### src/rtl/fp_mult_issue_ctrl.sv
// Issue/consume wrapper around a fixed-latency, valid-only FP multiplier pipe.
// Credits cover FIFO slots plus in-flight products so a stalled consumer never loses a result.
module fp_mult_issue_ctrl #(
  parameter int unsigned sig_width  = 23,
  parameter int unsigned exp_width  = 8,
  parameter int unsigned PIPE_LAT   = 5,
  parameter int unsigned FIFO_DEPTH = 8
) (
  input  logic                          clk,
  input  logic                          rst_n,
  input  logic [sig_width+exp_width:0]  in_a,
  input  logic [sig_width+exp_width:0]  in_b,
  input  logic                          in_valid,
  output logic                          in_ready,
  output logic [sig_width+exp_width:0]  pipe_a,
  output logic [sig_width+exp_width:0]  pipe_b,
  output logic                          pipe_ab_valid,
  input  logic [sig_width+exp_width:0]  pipe_z,
  input  logic                          pipe_z_valid,
  output logic [sig_width+exp_width:0]  out_z,
  output logic                          out_valid,
  input  logic                          out_ready,
  output logic [$clog2(FIFO_DEPTH):0]   credit_cnt,
  output logic [$clog2(FIFO_DEPTH):0]   fifo_cnt,
  output logic                          overflow_err
);

  localparam int unsigned DW = sig_width + exp_width + 1;
  localparam int unsigned AW = $clog2(FIFO_DEPTH);
  localparam int unsigned CW = AW + 1;
  localparam logic [CW-1:0] DEPTH_C = CW'(FIFO_DEPTH);

  if (PIPE_LAT < 1 || FIFO_DEPTH < 2 || (FIFO_DEPTH & (FIFO_DEPTH - 1)) != 0) begin : g_bad_param
    $error("fp_mult_issue_ctrl: PIPE_LAT must be >=1, FIFO_DEPTH a power of 2 >= 2");
  end

  logic [DW-1:0] mem [FIFO_DEPTH];
  logic [AW-1:0] wptr;
  logic [AW-1:0] rptr;
  logic          issue;
  logic          pop;
  logic          full;
  logic          push_ok;
  logic [CW-1:0] credit_nxt;
  logic [CW-1:0] fifo_nxt;

  assign issue         = in_valid & in_ready;
  assign pipe_ab_valid = issue;
  assign pipe_a        = in_a;
  assign pipe_b        = in_b;

  assign pop     = out_valid & out_ready;
  assign full    = (fifo_cnt == DEPTH_C);
  // A push into a full FIFO is only legal when the head leaves in the same cycle.
  assign push_ok = pipe_z_valid & (~full | pop);
  assign out_z   = mem[rptr];

  always_comb begin
    credit_nxt = credit_cnt;
    if (issue && !pop) begin
      credit_nxt = credit_cnt - CW'(1);
    end else if (pop && !issue && credit_cnt != DEPTH_C) begin
      credit_nxt = credit_cnt + CW'(1);
    end
  end

  always_comb begin
    fifo_nxt = fifo_cnt;
    if (push_ok && !pop) begin
      fifo_nxt = fifo_cnt + CW'(1);
    end else if (pop && !push_ok) begin
      fifo_nxt = fifo_cnt - CW'(1);
    end
  end

  always_ff @(posedge clk or negedge rst_n) begin
    if (!rst_n) begin
      credit_cnt   <= DEPTH_C;
      fifo_cnt     <= '0;
      wptr         <= '0;
      rptr         <= '0;
      in_ready     <= 1'b1;
      out_valid    <= 1'b0;
      overflow_err <= 1'b0;
    end else begin
      credit_cnt <= credit_nxt;
      fifo_cnt   <= fifo_nxt;
      in_ready   <= (credit_nxt != '0);
      out_valid  <= (fifo_nxt != '0);
      if (push_ok) begin
        wptr <= wptr + AW'(1);
      end
      if (pop) begin
        rptr <= rptr + AW'(1);
      end
      if (pipe_z_valid && full && !pop) begin
        overflow_err <= 1'b1;
      end
    end
  end

  // Storage needs no reset: out_z is only meaningful while out_valid is high.
  always_ff @(posedge clk) begin
    if (push_ok) begin
      mem[wptr] <= pipe_z;
    end
  end

endmodule

### config.mk
export PLATFORM = sky130hd
export DESIGN_NAME = fp_mult_issue_ctrl
export DESIGN_NICKNAME = d
export VERILOG_FILES = /design/src/rtl/fp_mult_issue_ctrl.sv
export SDC_FILE = /design/constraint.sdc
export NUM_CORES = 1
export LEC_CHECK = 0
export CAP_MARGIN = 20
export CORE_UTILIZATION = 50
export DETAILED_ROUTE_END_ITERATION = 8
export PLACE_DENSITY = 0.77
export SLEW_MARGIN = 20
export SYNTH_ARGS = -nofsm -noshare
export SYNTH_HDL_FRONTEND = slang
export SYNTH_SLANG_ARGS = --single-unit
### constraint.sdc
create_clock -name clk -period 11.1 [get_ports clk]
set_input_delay 3.33 -clock clk [delete_from_list [all_inputs] [get_ports clk]]
set_output_delay 3.33 -clock clk [all_outputs]
set_load 0.02 [all_outputs]
After elaboration in Yosys (flattened, before gate mapping). Memories as Yosys holds them, arrays and structs flattened. Index checks and enable logic that the tools add are counted.

Reductions and logical operators: 12. Magnitude comparators: 0. Equality and inequality tests: 2. $add $sub $neg: 6. Divide/modulo/power cells: 0. Mux-type cells: 6. Bitwise logic cells: 5. $mul: 0. Shift operators: 0.

Operators by type and width (number): $mux W4 (4); $add A4 B1 Y4 const B (2); $reduce_bool A4 Y1 (2); $sub A4 B1 Y4 const B (2); $logic_and A1 B1 Y1 (7); $add A3 B1 Y3 const B (2); $eq A4 B4 Y1 const B (1); $ne A4 B4 Y1 const B (1); $and A1 B1 Y1 (3); $logic_not A1 Y1 (3); $mux W1 (2); $not A1 Y1 (1); $or A1 B1 Y1 (1).

Memory bits (read-only): 0. RAM bits: 256. Flip-flop bits (word level): 17. Output and inout bits: 108. Memories kept: 1. Bits in latches: 0. Bits of input ports: 101.

Memories: mem (depth 8, width 32, read ports 1, clocked after memory_dff 0, write ports 1, line 37) `logic [DW-1:0] mem [FIFO_DEPTH];`.

Longest topological paths before layout.
Depth after elaboration: 9. Gate-level depth with buffers: 7. Gate-level depth less buffers: 7.

Worst setup path before layout. Ideal clock, no wire load.

Path type: input -> output. Start: input port in_valid. End: output port pipe_ab_valid. Arrival time: 3.528 ns. Buffers on the path: 0. Cell stages on the path: 2. Data required time: 7.770 ns. Slack: 4.242 ns. Path through: nand2_4 -> inv_2.

Word-level cells in the longest chain between the ends: 1.

Ends and longest elaborated chain: start, declared (line 13) `input logic in_valid,`; $and A1 B1 Y1 (line 47) `assign issue = in_valid & in_ready;`; end, declared (line 17) `output logic pipe_ab_valid,`.

No other way between the ends.

Final worst setup path. Ends and elaborated chain as after synthesis.

==> out/results.txt <==
Final slew viol count: 0
GRT Overall Usage: 18.8%
Slew headroom: 29.0%
Setup TNS: 0 ns
Post-synth ARST share: 6.23%
Cell variety after synth: 41
Leakage power: 4.07 nW
# fillers: 1,594
TritonCTS clock tree: built
#FFs+latches synth: 273
Clk root buf: clkbuf_16
Final #Nets: 674
FF/Latch Area: 8120 um2
Core area: 21,800 um2
Post-cts sizing count: 0
PwrDens: 272 nW/um2
Via-to-Cell Ratio: 5.70
Crit path launch type: input port
Critical path capture point type: primary output
Hold/Removal Path Class: reg2reg
CP Class: in2out
Initial antenna violation count: 1
Total Wirelength: 20,200 um
Post-CTS Setup Repair Bufs: 0
Minimum clock period: 7.96 ns
Dominant synthesized flop cell: edfxtp_1
Total die area: 22,700 um2
Peak fanout along the critical path: 3
Maximum VDD drop: 0.000137 V
Die W: 151 um
Final ANT Viol Nets: 0
Most used cell, CP: clkdlybuf4s50_1
Clock skew: 0.0140 ns
Gr ovfl total: 0
Post-layout util: 57.8%
CP cell instances: clkdlybuf4s50_1 > nand2_4 > inv_2 > clkdlybuf4s50_1
Number of enable flip-flop cells after synthesis: 256
Final setup viols: 0
DRT Pass-1 Iters: 4
Ratio of final minimum period to clock period: 71.7%
Initial DRC Count: 448
I/O Buffers: 80
Fmax: 126 MHz
Global-route wire length before repair: 31,200 um
Number of synthesis warnings: 0
Cts hold-fix bufs: 0
Post-Syn Area: 11,100 um2
Pin count of the biggest net entering global routing: 67
Slew @ Worst Pin: 1.06 ns
H-tree levels: 1
CP Data Arrival Time: 4.63 ns
Post-route DRC: 0
RSZ-0062 raised after global routing: false
Num CTS Buffers: 27
Vias in the first global route: 5,287
Synth Area per Inst: 20.8 um2
Worst skew pair latency: 0.52 ns
RePlAce Congestion: 0.747
DR vias: 4,943
Area of the multi-input gates: 2410 um2
Status: complete, no violations
Clock transition at the registers of the reported paths: 0.06 ns
Share of the yosys chip area belonging to registers: 73.3%
HPWL after DPL: 11,500 um
# rows: 54
Max Cap Viol: 0
DR WL/cell: 23.3 um
Clock Sink Count: 273
Post-Syn Nets: 639
WP data required: 7.77 ns
Layout cells sized above 1: 27.8%
Critical Path Max Stage Delay: 0.62 ns
Synthesis-to-layout area growth: 13.6%
Io pins: 209
Synth Instances: 531
Die Y: 151 um
Critical Path Slowest Stage Cell: clkdlybuf4s50_1
Final hold violations: 0
Clock Tree Buf Depth: 3
Initial Util: 50.9%
-- power breakdown --
group / internal, mW / switching [mW] / total [mW]
clock network: 0.473 / 0.352 / 0.826
logic: 0.598 / 0.569 / 1.17
registers: 1.31 / 0.122 / 1.43
-- registers in the layout, summed over array words and instances, names as in the netlist --
name and cells:
rptr 3, mem 256, credit_cnt 4, wptr 3, in_ready 1, fifo_cnt 4, overflow_err 1, out_valid 1
-- Yosys cell counts (2+ instances only) --
library cell / count / area [um2]
edfxtp_1: 256 / 7690
buf_4: 69 / 518
mux4_2: 64 / 1440
mux2_2: 34 / 383
dfrtp_1: 15 / 375
nand2_1: 10 / 37.5
clkbuf_1: 9 / 33.8
nor2_1: 8 / 30.0
ha_1: 7 / 87.6
xnor2_1: 6 / 52.6
a21oi_1: 4 / 20.0
buf_2: 4 / 20.0
inv_1: 4 / 15.0
nand2b_1: 4 / 25.0
nor3_1: 3 / 15.0
o21ai_0: 3 / 15.0
xor2_1: 3 / 26.3
dfstp_2: 2 / 52.6
nand3b_1: 2 / 15.0
nand4_1: 2 / 12.5
or4_1: 2 / 15.0
-- cells by family after synthesis --
kind of cell	Yosys count	share of synthesized area (%)
flip-flops	273	73.3
buffers and inverters	89	5.50
multiplexers	99	16.6
AO/OA/AOI/OAI	15	1.07
AND/OR/NAND/NOR	39	2.05
adder cells (fa/ha/maj)	7	0.791
XOR/XNOR	9	0.712
-- worst max-delay path: cells and delay by family --
| kind | cells | cell delay, ns |
|---|---|---|
| and+or+nand+nor | 1 | 0.09 |
| buffers and inverters | 3 | 1.21 |
-- layout by cell type (no fill, tap or decap), types with 6 or more instances in the layout --
master           Yosys  final
nand2_1             10     10
edfxtp_1           256    256
clkbuf_1             9     12
mux2_2              34     34
nor2_4               1      7
buf_4               69     10
dfrtp_1             15     12
clkdlybuf4s50_1      0     80
mux4_2              64     64
xnor2_1              6      6
clkbuf_16            0     27
ha_1                 7      7
-- path summary, 6_finish.rpt --
path / start / end / slack (ns) / cells past startpoint
worst max-delay path: in_valid / pipe_ab_valid / 3.14 / 4
worst min-delay path: overflow_err / overflow_err / 0.48 / 1
worst max register to register: fifo_cnt[1] / mem[0][11] / 7.78 / 8
worst min register to register: overflow_err / overflow_err / 0.48 / 1
max in group asynchronous: rst_n / rptr[0] / 7.23 / 1
min in group asynchronous: rst_n / credit_cnt[2] / 3.28 / 1
-- area by class of cell --
class | count | share of cell area, %
Sequential cell | 273 | 64.6
Multi-Input combinational cell | 169 | 19.1
Timing Repair Buffer | 90 | 6.97
Clock buffer | 39 | 5.73
Tap cell | 280 | 2.79
Clock inverter | 10 | 0.617
Inverter | 5 | 0.149
Antenna cell | 1 | 0.0199
-- per-layer routing --
layer / global-route usage, % / share of wire, % / up-vias
met5: 0 / 0 / -
met4: 5.60 / 2.3 / 0
met1: 24.2 / 40 / 2584
met3: 4.07 / 6.5 / 51
li1: - / - / 2142
met2: 32.1 / 52 / 166
-- per-stage QoR --
stage | setup slack (ns) | area [um2] | std cells | hold WS (ns) | total power, mW
floorplan | 4.24 | 11100 | 531 | 0.480 | 2.22
global placement | 3.15 | 11800 | 817 | 0.448 | 2.60
detailed placement | 3.14 | 11800 | 817 | 0.455 | 2.63
CTS | 3.13 | 12600 | 866 | 0.481 | 3.46
global route | 3.11 | 12600 | 866 | 0.529 | 3.58
finish | 3.14 | 12600 | 867 | 0.480 | 3.43
Note: power is estimated with default switching activity, not from simulation.
